==> config.mk <==
export PLATFORM = sky130hd
export DESIGN_NAME = falafel_mem_ctrl
export DESIGN_NICKNAME = d
export VERILOG_FILES = /design/src/rtl/falafel_mem_ctrl.sv
export SDC_FILE = /design/constraint.sdc
export NUM_CORES = 1
export LEC_CHECK = 0
export CAP_MARGIN = 25
export CORE_UTILIZATION = 35
export CTS_CLUSTER_DIAMETER = 200
export DETAILED_ROUTE_END_ITERATION = 7
export MAX_ROUTING_LAYER = met4
export PLACE_DENSITY = 0.78
export SYNTH_ARGS = -nofsm -noshare
export SYNTH_HDL_FRONTEND = slang
export SYNTH_SLANG_ARGS = --single-unit
export TNS_END_PERCENT = 5
==> constraint.sdc <==
create_clock -name clk_i -period 2.2 [get_ports clk_i]
set_input_delay 0.33 -clock clk_i [delete_from_list [all_inputs] [get_ports clk_i]]
set_output_delay 0.33 -clock clk_i [all_outputs]
set_load 0.01 [all_outputs]
==> src/rtl/falafel_mem_ctrl.sv <==
// falafel_mem_ctrl: executes read/write/CAS requests against a 1-cycle-latency single-port SRAM.
// CAS is atomic by construction: the FSM accepts nothing new until the response has been taken.
module falafel_mem_ctrl #(
    parameter int unsigned       DATA_W    = 64,
    parameter int unsigned       MEM_WORDS = 1024,
    parameter logic [DATA_W-1:0] BASE_ADDR = '0,
    localparam int unsigned      ADDR_W    = $clog2(MEM_WORDS),
    localparam int unsigned      OFS_W     = $clog2(DATA_W / 8)
) (
    input  logic              clk_i,
    input  logic              rst_ni,
    input  logic              mem_req_val_i,
    output logic              mem_req_rdy_o,
    input  logic              mem_req_is_write_i,
    input  logic              mem_req_is_cas_i,
    input  logic [DATA_W-1:0] mem_req_addr_i,
    input  logic [DATA_W-1:0] mem_req_data_i,
    input  logic [DATA_W-1:0] mem_req_cas_exp_i,
    output logic              mem_rsp_val_o,
    input  logic              mem_rsp_rdy_i,
    output logic [DATA_W-1:0] mem_rsp_data_o,
    output logic              sram_en_o,
    output logic              sram_we_o,
    output logic [ADDR_W-1:0] sram_addr_o,
    output logic [DATA_W-1:0] sram_wdata_o,
    input  logic [DATA_W-1:0] sram_rdata_i,
    output logic [15:0]       cas_fail_cnt_o
);
    typedef enum logic [1:0] {IDLE, ACCESS, WAIT, RSP} state_e;

    state_e            state_q;
    logic              rd_q, cas_q, hit_q;
    logic [ADDR_W-1:0] idx_q;
    logic [DATA_W-1:0] data_q, exp_q, rsp_q, off;
    logic [15:0]       cnt_q;
    logic              acc_en, cas_ok;

    assign off            = mem_req_addr_i - BASE_ADDR;
    assign acc_en         = state_q == ACCESS && hit_q;
    // The conditional CAS write has to follow rdata in the same cycle it arrives.
    assign cas_ok         = state_q == WAIT && cas_q && sram_rdata_i == exp_q;
    assign mem_req_rdy_o  = state_q == IDLE;
    assign mem_rsp_val_o  = state_q == RSP;
    assign mem_rsp_data_o = rsp_q;
    assign cas_fail_cnt_o = cnt_q;
    assign sram_en_o      = acc_en || cas_ok;
    assign sram_we_o      = (acc_en && !rd_q && !cas_q) || cas_ok;
    assign sram_addr_o    = sram_en_o ? idx_q : '0;
    assign sram_wdata_o   = sram_we_o ? data_q : '0;

    always_ff @(posedge clk_i or negedge rst_ni) begin
        if (!rst_ni) begin
            state_q <= IDLE;
            rd_q    <= 1'b0;
            cas_q   <= 1'b0;
            hit_q   <= 1'b0;
            idx_q   <= '0;
            data_q  <= '0;
            exp_q   <= '0;
            rsp_q   <= '0;
            cnt_q   <= '0;
        end else begin
            case (state_q)
                IDLE: if (mem_req_val_i) begin
                    rd_q    <= !mem_req_is_write_i;
                    cas_q   <= mem_req_is_write_i && mem_req_is_cas_i;
                    hit_q   <= mem_req_addr_i >= BASE_ADDR && (off >> OFS_W) < DATA_W'(MEM_WORDS);
                    idx_q   <= off[OFS_W +: ADDR_W];
                    data_q  <= mem_req_data_i;
                    exp_q   <= mem_req_cas_exp_i;
                    state_q <= ACCESS;
                end
                ACCESS: begin
                    rsp_q   <= !hit_q ? '1 : data_q;
                    state_q <= (!hit_q || (!rd_q && !cas_q)) ? RSP : WAIT;
                end
                WAIT: begin
                    rsp_q   <= sram_rdata_i;
                    if (cas_q && sram_rdata_i != exp_q && cnt_q != 16'hFFFF)
                        cnt_q <= cnt_q + 16'd1;
                    state_q <= RSP;
                end
                RSP: if (mem_rsp_rdy_i) state_q <= IDLE;
            endcase
        end
    end
endmodule

# == Yosys cells after proc, flatten, opt, wreduce, memory -nomap -nowiden ==
# Cells that the tools add are included.
# totals
inputBits,262
memories,0
register_bits,223
word_cells,50
mem_bits_ro,0
ram_bits,0
latchBits,0
output_inout_bits,158
# classes
bitwise,0
addsub,1
eq_ne,8
order_cmp,2
mux,8
shift,0
n_reduce_logical,22
div_mod_pow,0
multipliers,0
# op_table
operator,count
64-bit 2-to-1 mux,2
64-bit case mux with 2 select lines,1
64-bit == test,1
"64-bit by 1-bit >= comparator with 1-bit output, second input constant",1
64-bit inequality test,1
"61-bit by 11-bit < comparator with 1-bit output, second input constant",1
"16-bit by 1-bit adder with 16-bit output, second input constant",1
"16-bit inequality test, second input constant",1
1-bit logical AND,10
10-bit 2-to-1 mux,1
2-bit case mux with 4 select lines,1
2-bit AND reduction,3
"2-bit == test, second input constant",2
1-bit logical NOT,4
2-bit 2-to-1 mux,2
1-bit logical OR,3
"2-bit by 1-bit == test with 1-bit output, second input constant",1
2-bit logical NOT,1
"2-bit by 1-bit inequality test with 1-bit output, second input constant",1
"2-bit inequality test, second input constant",1
2-bit nonzero test,1
1-bit 2-to-1 mux,1

# == Longest topological paths before layout ==
# logic_depth
depth_word,6
mapped_depth,8
ltp_nobuf,6

# == Least setup slack after synthesis ==
# No wires, ideal clock.
# synth_timing
kind,flip-flop to output port
start,reg exp_q[58]
end,out sram_wdata_o[10]
required_ns,1.870
arrival_time_ns,1.980
setup_slack_ns,-0.110
path_stages_with_launch,9
n_path_buf,2
path_cell_list,dfrtp_1 > xor2_1 > nor4_1 > nand4_1 > nor4_4 > a31o_2 > buf_4 > buf_4 > and2_1
# synth_between
elab_chain_cells,4
# synth_rtl
item,line_no,rtl
from (decl),34,"logic [DATA_W-1:0] data_q, exp_q, rsp_q, off;"
from (signal assigned),70,exp_q <= mem_req_cas_exp_i;
64-bit == test,41,assign cas_ok = state_q == WAIT && cas_q && sram_rdata_i == exp_q;
1-bit logical AND,41,
1-bit logical OR,47,assign sram_we_o = (acc_en && !rd_q && !cas_q) || cas_ok;
64-bit 2-to-1 mux,49,assign sram_wdata_o = sram_we_o ? data_q : '0;
to (decl),25,"output logic [DATA_W-1:0] sram_wdata_o,"
# No other way between the ends.

# == Final worst setup path ==
# layout_timing
start,reg exp_q[52]
end,out sram_wdata_o[5]
# Same word-level chain as after synthesis.

==> run metrics <==
critical-path cell list xor2_1 -> nor4_2 -> buf_4 -> nand4_1 -> nor4_4 -> a31o_4 -> buf_8 -> buf_12 -> buf_6 -> and2_4 -> buf_6; Crit path top cell by count buf_6; initial drt markers 502; Worst Path Required 1.87 ns; RSZ-0062 raised after global routing true; Initial Util 0.357; layout cell share with drive strength beyond 1 0.282; first-pass GRT wire length 54.1 mm; Critical Path AT between 3 and 4 ns; port buffer count 416; Main synth FF type dfrtp_1; GRT Residual Overflow 0; Die ar. 30,100 um^2; skew final 0.0109 ns; post-synth net total 1,131; largest delay contributor family on the critical path simple AND/OR/NAND/NOR gates; Hold Path Class in2async; core area 28,900 um^2; H-tree Lvls 1; crit path capture type output port; FF-to-FF path depth 9; top-level I/O count 420; Post-Place Setup Slack -1.73 ns; max_cap viols 0; Syn Inst Count approximately 860; root buf cell clkbuf_16; largest cells by area after synthesis dfrtp_1 (54%), mux2_2 (15%), xor2_1 (6.5%); largest net degree at the start of global routing 65; area share of the largest cell type after synthesis 0.542; reg-to-reg slack, setup -0.27 ns; outcome complete, but fails checks; Synth area leader dfrtp_1; Max stage delay cell, worst path nor4_4; Largest stage delay, worst path 0.42 ns; min Tclk post-route between 3 and 4 ns; Final Max Tran Viols 0; Max Freq ~300 MHz; Seq/Total Area, Yosys 0.542; kind of critical path reg2out; total track usage 0.240; Synth cell types 34; Die H 174 um; top-count cell post-synth dfrtp_1; hold_ws ~0.35 ns; setup ws final -1.14 ns; P_leak 7.29 nW; Post-synth top cells dfrtp_1 (223), mux2_2 (140), xor2_1 (77); Wirelength per Cell between 20 and 25 um; clock net sink count approximately 220; Synth Register Bits 223; Worst Tran Pin Value 0.550 ns; Worst-Skew Late Latency 0.53 ns; Post-Syn Area 10,300 um^2; TritonRoute pass-1 iters 4; max_slew headroom 0.633; initial antenna violation count 1; CTS buffer count 26; Final setup viols 92; final hold violation count 0; Rows 62; DP Wirelength roughly 26 mm; # DRC 0; RePlAce Congestion around 0.9; RR Startpoint exp_q[52]; asr flop ratio synth 1.00; Final Cycle Share 1.52; Clock Path Buffers 3; Synth Warn # 0; EDFF count, synth 0; PwrDens around 1200 nW/um^2; Avg Inst Size Synth 11.9 um^2; filler instances 2,399; Layout Nets about 1,600; CP max FO 5; CP bufs+invs 5; Die W ~170 um; clk slew on worst S/H paths about 0.06 ns; vias in the first global route about 9,300; TritonCTS clock tree yes; VDD IR max 0.724 mV; failing checks setup timing; Final ANT Viol Nets 0; Area Overhead vs Synth 60.5%; Worst setup SP type register; vias per std cell 5.02; DR vias between 8,000 and 9,000; R2R Path End cas_fail_cnt_o[1]; Routed WL approximately 36 mm
[sequential cells by signal (all words and copies together), names as in the netlist]
register and flops:
cas_fail_cnt_o 16, cas_q 1, data_q 64, exp_q 64, hit_q 1, idx_q 10, mem_rsp_data_o 64, rd_q 1
state_q 2
[per-stage QoR]
| stage | utilization | cell area, um^2 | std cells | power [W] | TNS, ns |
|---|---|---|---|---|---|
| 2_1_floorplan | - | 10300 | 864 | 0.0118 | -5.67 |
| 3_5_place_dp | 0.533 | 15400 | 1678 | 0.0158 | -143.06 |
| 5_1_grt | 0.573 | 16500 | 1742 | 0.0216 | -100.31 |
| 3_3_place_gp | 0.533 | 15400 | 1678 | 0.0155 | -139.78 |
| 6_report | 0.573 | 16500 | 1742 | 0.0203 | -85.94 |
| 4_1_cts | 0.566 | 16300 | 1741 | 0.0205 | -89.49 |
[layout make-up]
| type | count | area, um^2 | share of cell area |
|---|---|---|---|
| clock buffers | 41 | 818 | 0.0495 |
| well taps | 384 | 480 | 0.0291 |
| inverters | 69 | 259 | 0.0157 |
| clock inverters | 5 | 77.6 | 0.00469 |
| flip-flops and latches | 223 | 5580 | 0.338 |
| repair buffers | 498 | 4900 | 0.297 |
| diodes | 1 | 2.50 | 0.000151 |
| multi-input cells | 521 | 4410 | 0.267 |
[worst max-delay path by stage]
| stage | from | to | cells past startpoint |
|---|---|---|---|
| 2_1_floorplan | exp_q[53] | sram_wdata_o[10] | 8 |
| 3_3_place_gp | sram_rdata_i[39] | sram_addr_o[3] | 10 |
| 3_5_place_dp | sram_rdata_i[39] | sram_addr_o[1] | 10 |
| 6_report | exp_q[52] | sram_wdata_o[5] | 11 |
| 4_1_cts | exp_q[52] | sram_wdata_o[41] | 12 |
| 5_1_grt | exp_q[48] | sram_wdata_o[55] | 11 |
[layer usage]
| metal | vias to the layer above | part of all wire | track usage |
|---|---|---|---|
| li1 | 4009 | - | - |
| met2 | 370 | 0.49 | 0.397 |
| met5 | - | 0 | - |
| met1 | 4276 | 0.40 | 0.283 |
| met3 | 82 | 0.066 | 0.0533 |
| met4 | 0 | 0.044 | 0.0966 |
[worst reg2reg max path, cell delays in order, from the launching register on]
cell	delay (ns)
dfrtp_1	0.39
xor2_1	0.16
nor4_2	0.39
buf_4	0.17
nand4_1	0.12
nor4_4	0.42
buf_4	0.20
buf_8	0.14
nor2_1	0.08
mux2_2	0.29
[placed cells by master (no fill, tap or decap), types with 3 or more instances in the layout]
cell,synthesis,layout
buf_12,0,15
nor3_1,5,5
buf_2,4,46
inv_1,68,68
o21ai_0,70,70
o221ai_1,63,63
mux2_2,140,140
buf_8,0,6
nand2_1,16,14
clkbuf_1,38,5
nand4_1,8,8
buf_6,0,37
and2_1,75,46
and2_4,0,29
xor2_1,77,76
clkbuf_8,0,9
nor4_4,1,3
clkbuf_16,0,28
dfrtp_1,223,223
nor4_1,36,30
clkdlybuf4s50_1,0,338
ha_1,5,4
buf_4,6,51
nor4_2,0,4
nand3_1,5,5
[where the power goes]
| group | leakage (nW) | internal (W) | switching, W |
|---|---|---|---|
| clock | 0.440 | 0.00276 | 0.00170 |
| sequential | 2.57 | 0.00616 | 0.00140 |
| combinational | 4.28 | 0.00441 | 0.00389 |
[cell families after synthesis]
kind of cell,Yosys count,share of synthesized area
compound gates,139,0.0927
fa+ha+maj,5,0.00608
flops,223,0.542
xor+xnor,79,0.0672
buf+inv,120,0.0464
mux,140,0.153
simple gates,158,0.0926
[what timing repair did]
action                                  4_1_cts  5_1_grt
buffers inserted                             10        1
endpoints found under the setup margin       93       92
cloned                                        6        1
gates resized for setup                     352       47
endpoints found under the hold margin        54        0
pin swaps                                    31        6
hold buffers                                  1        0
Note: power is estimated with default switching activity, not from simulation.
